==> config.mk <==
export PLATFORM = sky130hd
export DESIGN_NAME = bin2bcd_seq
export DESIGN_NICKNAME = d
export VERILOG_FILES = /design/src/rtl/bin2bcd_seq_pkg.sv /design/src/rtl/bcd_add3_digit.sv /design/src/rtl/bin2bcd_seq.sv
export SDC_FILE = /design/constraint.sdc
export NUM_CORES = 1
export LEC_CHECK = 0
export BUFFER_PORTS_ARGS = -buffer_cell sky130_fd_sc_hd__buf_2
export CAP_MARGIN = 20
export CORE_MARGIN = 1.5
export CORE_UTILIZATION = 41
export CTS_CLUSTER_DIAMETER = 30
export CTS_CLUSTER_SIZE = 25
export DETAILED_ROUTE_END_ITERATION = 10
export GPL_TIMING_DRIVEN = 1
export PLACE_DENSITY = 0.59
export SKIP_LAST_GASP = 1
export SLEW_MARGIN = 30
export SYNTH_ARGS = -nofsm -noshare
export SYNTH_HDL_FRONTEND = slang
export SYNTH_SLANG_ARGS = --single-unit
==> constraint.sdc <==
create_clock -name clk -period 4.15 [get_ports clk]
set_input_delay 0.415 -clock clk [delete_from_list [all_inputs] [get_ports clk]]
set_output_delay 0.415 -clock clk [all_outputs]
set_load 0.01 [all_outputs]
==> src/rtl/bin2bcd_seq_pkg.sv <==
// Shared definitions for the sequential binary-to-BCD converter:
// FSM state encoding and the double-dabble digit constants.
package bin2bcd_seq_pkg;

  typedef enum logic [1:0] {
    ST_IDLE  = 2'd0,
    ST_SHIFT = 2'd1,
    ST_DONE  = 2'd2
  } state_t;

  localparam int         DIGIT_W     = 4;
  localparam logic [3:0] ADD3_THRESH = 4'd5;

endpackage

==> src/rtl/bcd_add3_digit.sv <==
// Combinational double-dabble cell: adds 3 to a BCD digit that is >= 5
// so the following left shift carries correctly into the next digit.
module bcd_add3_digit
  import bin2bcd_seq_pkg::*;
(
  input  logic [DIGIT_W-1:0] i_digit,
  output logic [DIGIT_W-1:0] o_digit
);

  assign o_digit = (i_digit >= ADD3_THRESH) ? (i_digit + 4'd3) : i_digit;

endmodule

==> src/rtl/bin2bcd_seq.sv <==
// Sequential shift-add-3 binary-to-BCD converter, one bit per clock.
// Optional build macro BIN2BCD_RESTART_EN: start during SHIFT restarts the conversion.
module bin2bcd_seq
  import bin2bcd_seq_pkg::*;
#(
  parameter int BIN_W   = 14,
  parameter int DIGITS  = 4,
  parameter int N       = 16,
  parameter int MAX_VAL = 9999
)(
  input  logic             clk,
  input  logic             rst_n,
  input  logic             start,
  input  logic [BIN_W-1:0] bin_in,
  output logic             busy,
  output logic             done,
  output logic [N-1:0]     bcd_out,
  output logic             ovf
);

  localparam int               ACC_W    = N + DIGIT_W;
  localparam int               CNT_W    = (BIN_W > 1) ? $clog2(BIN_W) : 1;
  localparam logic [BIN_W-1:0] MAX_BIN  = BIN_W'(MAX_VAL);
  localparam logic [CNT_W-1:0] CNT_LOAD = CNT_W'(BIN_W - 1);

  if (N != DIGIT_W * DIGITS) begin : g_bad_width
    $error("bin2bcd_seq: N must equal 4*DIGITS");
  end

  state_t           r_state;
  state_t           w_state_next;
  logic [ACC_W-1:0] r_acc;
  logic [BIN_W-1:0] r_bin;
  logic [CNT_W-1:0] r_cnt;
  logic             r_ovf_pend;
  logic             r_acc_lost;
  logic             r_done;
  logic             r_ovf;
  logic [N-1:0]     r_bcd;
  logic [ACC_W-1:0] w_acc_adj;
  logic             w_accept;
  logic             w_ovf_final;

  for (genvar gi = 0; gi <= DIGITS; gi++) begin : g_add3
    bcd_add3_digit u_cell (
      .i_digit (r_acc[gi*DIGIT_W +: DIGIT_W]),
      .o_digit (w_acc_adj[gi*DIGIT_W +: DIGIT_W])
    );
  end

`ifdef BIN2BCD_RESTART_EN
  assign w_accept = start && ((r_state == ST_IDLE) || (r_state == ST_SHIFT));
`else
  assign w_accept = start && (r_state == ST_IDLE);
`endif

  always_ff @(posedge clk or negedge rst_n) begin
    if (!rst_n) begin
      r_state <= ST_IDLE;
    end else begin
      r_state <= w_state_next;
    end
  end

  always_comb begin
    w_state_next = r_state;
    unique case (r_state)
      ST_IDLE: begin
        if (w_accept) w_state_next = ST_SHIFT;
      end
      ST_SHIFT: begin
        if (w_accept)           w_state_next = ST_SHIFT;
        else if (r_cnt == '0)   w_state_next = ST_DONE;
      end
      ST_DONE:  w_state_next = ST_IDLE;
      default:  w_state_next = ST_IDLE;
    endcase
  end

  // Accumulator MSB shifted out is kept sticky so an undersized accumulator reports overflow.
  always_ff @(posedge clk or negedge rst_n) begin
    if (!rst_n) begin
      r_acc      <= '0;
      r_bin      <= '0;
      r_cnt      <= '0;
      r_ovf_pend <= 1'b0;
      r_acc_lost <= 1'b0;
    end else if (w_accept) begin
      r_acc      <= '0;
      r_bin      <= bin_in;
      r_cnt      <= CNT_LOAD;
      r_ovf_pend <= (bin_in > MAX_BIN);
      r_acc_lost <= 1'b0;
    end else if (r_state == ST_SHIFT) begin
      r_acc      <= {w_acc_adj[ACC_W-2:0], r_bin[BIN_W-1]};
      r_bin      <= r_bin << 1;
      r_cnt      <= r_cnt - 1'b1;
      r_acc_lost <= r_acc_lost | w_acc_adj[ACC_W-1];
    end
  end

  assign w_ovf_final = r_ovf_pend | r_acc_lost;

  // Results are published on the edge that leaves DONE, together with the done pulse.
  always_ff @(posedge clk or negedge rst_n) begin
    if (!rst_n) begin
      r_done <= 1'b0;
      r_bcd  <= '0;
      r_ovf  <= 1'b0;
    end else begin
      r_done <= (r_state == ST_DONE);
      if (r_state == ST_DONE) begin
        r_ovf <= w_ovf_final;
        r_bcd <= w_ovf_final ? '1 : r_acc[N-1:0];
      end
    end
  end

  assign busy    = (r_state != ST_IDLE);
  assign done    = r_done;
  assign bcd_out = r_bcd;
  assign ovf     = r_ovf;

endmodule

Word-level counts from Yosys, hierarchy flattened:

Cells that the tools add are included.

* bits in registers: 60
* input bits: 17
* output and inout bits: 19
* word-level logic and storage cells: 51

* add/subtract/negate cells: 6
* $lt $le $gt $ge: 6
* eq/ne operators: 4
* multiplexer cells: 18
* bitwise operators: 2
* reduce and logical (&&, ||, !) cells: 6

Operator list (count)
* $mux 20: 2
* $mux 14: 2
* $mux 4: 7
* $add 4x2->4 const B: 5
* $ge 4x3->1 const B: 5
* $mux 16: 1
* $gt 14x14->1 const B: 1
* $mux 2: 3
* $logic_not 4->1: 1
* $pmux 2 s2: 1
* $reduce_bool 2->1: 2
* $sub 4x1->4 const B: 1
* $ne 3x3->1 const B: 1
* $eq 2x1->1 const B: 1
* $eq 2x2->1 const B: 1
* $logic_not 2->1: 1
* $mux 1: 2
* $ne 2x2->1 const B: 1
* $or 1x1->1: 2
* $reduce_and 2->1: 1
* $logic_and 1x1->1: 1

Logic depth before layout (Yosys ltp):

* word-level depth: 5
* mapped depth: 6
* gate-level depth less buffers: 6

Hierarchy:

A second synthesis with hierarchy kept.

* cells, all modules: 342
* area, all modules: 3057.9 µm²

Modules (own cells, without submodules)
* bin2bcd_seq: times used 1, cells an instance 262, area an instance 2551.2 µm², seq. area each 1501.4 µm²
* bcd_add3_digit: times used 5, cells an instance 16, area an instance 101.3 µm², seq. area each 0.0 µm²

Least setup slack after synthesis:

Ideal clock, no wire load.

* kind: reg-to-reg
* start point: register r_acc[8]
* end point: register r_acc[10]
* library setup time: 0.121 ns
* arrival time: 1.277 ns
* data required time: 4.029 ns
* setup slack: 2.752 ns
* cell stages (with the launch flop): 7
* path buffers: 0
* clock period less this slack: 1.398 ns
* path through: dfrtp_1 inv_1 ha_1 nand2b_1 a21oi_1 mux2i_1 a22o_1

* word-level cells in the longest chain between the ends: 4
* elaborated cells between the ends (all ways): 5
* classes of those cells: add/sub (1); order compare (1); mux (3)

Ends and longest elaborated chain
* start: declaration: RTL line bin2bcd_seq.sv:32 `logic [ACC_W-1:0] r_acc;`
* start signal: assignment: RTL line bin2bcd_seq.sv:95 `r_acc <= {w_acc_adj[ACC_W-2:0], r_bin[BIN_W-1]};`
* $add 4x2->4 / $ge 4x3->1 (equally long branches): RTL line bcd_add3_digit.sv:10 `assign o_digit = (i_digit >= ADD3_THRESH) ? (i_digit + 4'd3) : i_digit;`
* $mux 4 *: RTL line bcd_add3_digit.sv:10
* $mux 20 *: RTL line bin2bcd_seq.sv:94 `end else if (r_state == ST_SHIFT) begin`
* $mux 20 *: RTL line bin2bcd_seq.sv:88 `end else if (w_accept) begin`

Every way passes the cells marked *; elsewhere a longest branch is shown, timed or not. The select of a mux whose other input is x is not followed.
A chain may end at the register's enable or synchronous reset.

Worst setup path after layout:

* start point: register r_state[0]
* end point: register r_bcd[9], in the netlist bcd_out[9]

* word-level cells in the longest chain between the ends: 1

Ends and longest elaborated chain
* start: declaration: RTL line bin2bcd_seq.sv:30 `state_t r_state;`
* start signal: assignment: RTL line bin2bcd_seq.sv:61 `r_state <= w_state_next;`
* $eq 2x2->1: RTL line bin2bcd_seq.sv:112 `if (r_state == ST_DONE) begin`
* end signal: assignment: RTL line bin2bcd_seq.sv:114 `r_bcd <= w_ovf_final ? '1 : r_acc[N-1:0];`
* end: declaration: RTL line bin2bcd_seq.sv:39 `logic [N-1:0] r_bcd;`

No other way between the ends.

==> metrics.cfg <==
[clocking]
clock_latency_ps = 340
cts_root_buf = clkbuf_8
cts_setup_buffers = 0
cts_tree = done
cts.clk_slew.worst_paths_ps = 60
cts-buffers-inserted = 9
htree_levels = 3
cts.path.max_buffers = 2
cts_sinks = 60

[logic_synthesis]
syn_inst = 263
synth_top_family_by_area = compound AO/OA/AOI/OAI gates
synth-compound-area-share_pct = 19.60
ys_types = 35
muxShareOfSynthArea_pct = 1.786
synthSimpleGateAreaFrac_pct = 12.01
syn_area_per_cell_um2 = 10.66
syn_nets = 291
synth-seq-cells = 60
netlist_area_um2 = 2803
seq_area_frac_synth_pct = 53.57
synth_xor_area_share_pct = 3.437
synth_adder_area_share_pct = 4.911
synth_warnings = 0

[critical_path]
startpoint_type = flip-flop
cp-startpoint = r_state[0]
critPathBufInv = 0
required_ps = 4370
r2r_setup_slack_ps = 2100
critical_path_cell_count = 3
worstSetupEndpoint = bcd_out[9]
cp_top_family = simple AND/OR/NAND/NOR gates
crit_fanout = 20
r2r-end = bcd_out[9]
r2r_start = r_state[0]
cp_cell_sequence = and2b_1 -> nand2_4 -> o22a_1
worst-endpoint-arrival_ps = 2280
path_class = reg -> reg
endpoint_kind = flip-flop
slowest_delay_ps = 790
slowest_stage = and2b_1
r2r_cells = 3

[pwr]
seq_power_share_pct = 39.7
p_leak_nw = 1.440
vdd_drop_max_uv = 328.3
totalPowerFinal_mw = 2.577
pwr-share-clk_pct = 25.8
power_frac_comb_pct = 34.6
p_sw_mw = 0.9225
p_int_mw = 1.654
switching_share_pct = 35.80
power_density_nw_per_um2 = 788.1

[detailed_routing]
viasPerCell = 5.329
via_count = 2025
wl_per_cell_um = 14.49
routed_wl_um = 5507
postRouteAntennaNets = 0
drc = 0
drt_iter0_drc = 77
first_pass_iters = 4

[placed_design]
gp_congestion = 0.7332
io_buffers = 35
hpwlAfterDp_um = 3523
numPlacedInstances = 363

[finish]
fin_util_pct = 50.34
nets = 326
layoutNonFillerInstCount = 380
final_cell_mix = dfrtp_1, buf_2, nand2_1, o21ai_0, o22a_1
layout_commonest_cell = dfrtp_1
area_growth_pct = 16.65
drive_gt1_share_pct = 18.81
n_antenna_cell = 0

[sta]
finalSetupViolCount = 0
period_share_pct = 49.48
fin_skew_ps = 3.816
timing.slew.headroom_pct = 43.54
fmax_mhz = 487.0
drv_slew = 0
rsz0062_at_grt = no
tns_ps = 0
worst_pin_slew_ps = 846.9
hold_violations = 0
period_minus_slack_ps = 2053

[global_route]
grt_max_degree = 60
gr-total-overflow = 0
antenna_found_initial = 0
grt_pass1_vias = 1983
use_met2_pct = 25.77
use_met1_pct = 21.66
met3_usage_pct = 4.139
grt_pass1_wl_um = 9466
grt.busiest_layer = met2
grt_usage_pct = 16.60

[status]
outcome = completed

[hold_path]
hold_path.class = in -> reg

[floorplan]
die_area_um2 = 7341
initial_core_util_pct = 43.15
top_level_ports = 36
core_area_um2 = 6495
dieHeight_um = 85.68
die_w_um = 85.68
rows = 29

[run]
cap_violations = 0

## cell families (layout without fill, tap and decap cells)
logic type / Yosys count / after routing
buffers and inverters: 27 / 67
XOR/XNOR: 11 / 11
flip-flops: 60 / 60
multiplexers: 5 / 5
AO/OA/AOI/OAI: 82 / 82
AND/OR/NAND/NOR: 67 / 67
adder cells (fa/ha/maj): 11 / 11
## area by class of cell
| type | count | area [um^2] |
|---|---|---|
| fillers | 592 | 3226 |
| flip-flops and latches | 60 | 1501 |
| multi-input cells | 176 | 1172 |
| repair buffers | 38 | 200.2 |
| clock buffers | 12 | 155.1 |
| well taps | 77 | 96.34 |
| clock inverters | 4 | 95.09 |
| inverters | 13 | 48.80 |
## how the worst min path moves through the flow
stage / startpoint / to / slack [ps] / depth (start not counted)
6_report: bin_in[0] / r_bin[0] / 320 / 2
4_1_cts: bin_in[0] / r_bin[0] / 310 / 2
5_1_grt: bin_in[0] / r_bin[0] / 320 / 2
2_1_floorplan: rst_n / bcd_out[0] / 120 / 0
3_3_place_gp: rst_n / done / 200 / 1
3_5_place_dp: rst_n / done / 200 / 1
## through the flow
step / hold WS (ps) / worst slack [ps] / cell area, um^2
after detailed placement: 197.8 / 2104 / 3007
after global placement: 196.5 / 2097 / 3007
after floorplan: 119.4 / 2752 / 2803
final: 319.2 / 2097 / 3269
after global routing: 320.5 / 1918 / 3269
after CTS: 307.4 / 2097 / 3267
## routing by layer
metal | share of wire, % | routed length, um
met2 | 45 | 2491
met3 | 4.5 | 249
met4 | 2.2 | 119
met5 | 0 | 0
met1 | 48 | 2648
## flip-flops by register name, summed over array words and instances (netlist names), 2 cells and up
register	count
r_acc	20
r_cnt	4
r_state	2
r_bin	14
bcd_out	16
## worst reg2reg max path, cell delays in order, from the launching register on
cell     delay, ps
dfrtp_1        600
and2b_1        790
nand2_4        280
o22a_1         270
## Yosys cell counts
cell type | count | share of area, %
dfrtp_1 | 60 | 54
nand2_1 | 34 | 4.6
o21ai_0 | 20 | 3.6
o22a_1 | 16 | 5.0
inv_1 | 13 | 1.7
o21ai_1 | 13 | 2.3
a22oi_1 | 12 | 3.2
ha_1 | 11 | 4.9
buf_2 | 9 | 1.6
nand3_1 | 8 | 1.4
a21oi_1 | 7 | 1.2
xnor2_1 | 7 | 2.2
nand2b_1 | 6 | 1.3
a22o_1 | 5 | 1.6
mux2i_1 | 5 | 1.8
nor3_1 | 5 | 0.89
o31ai_1 | 5 | 1.3
xor2_1 | 4 | 1.2
nor2_1 | 3 | 0.40
buf_6 | 2 | 0.80
clkbuf_1 | 2 | 0.27
nor2b_1 | 2 | 0.45
nor3b_1 | 2 | 0.54
a21oi_2 | 1 | 0.31
a32o_1 | 1 | 0.36
and2_1 | 1 | 0.22
and2b_1 | 1 | 0.27
and3_1 | 1 | 0.22
and3b_1 | 1 | 0.31
buf_4 | 1 | 0.27
nand2_4 | 1 | 0.40
nor4_1 | 1 | 0.22
nor4_4 | 1 | 0.76
o21a_1 | 1 | 0.27
o21bai_2 | 1 | 0.40
## repair_timing
action / in CTS / in global routing
endpoints found under the hold margin: 1 / 0
setup endpoints to repair: 0 / 0
hold buffers: 1 / 0
gates resized for setup: 0 / 0
## power groups by stage
stage               Sequential [mW]  Combinational [mW]  Clock, mW
floorplan                     0.976               0.731          0
detailed placement             1.03               0.903          0
global route                   1.05                1.02      0.705
CTS                            1.02               0.906      0.679
finish                         1.02               0.891      0.664
global placement               1.03               0.883          0
(Power assumes the default switching activity.)
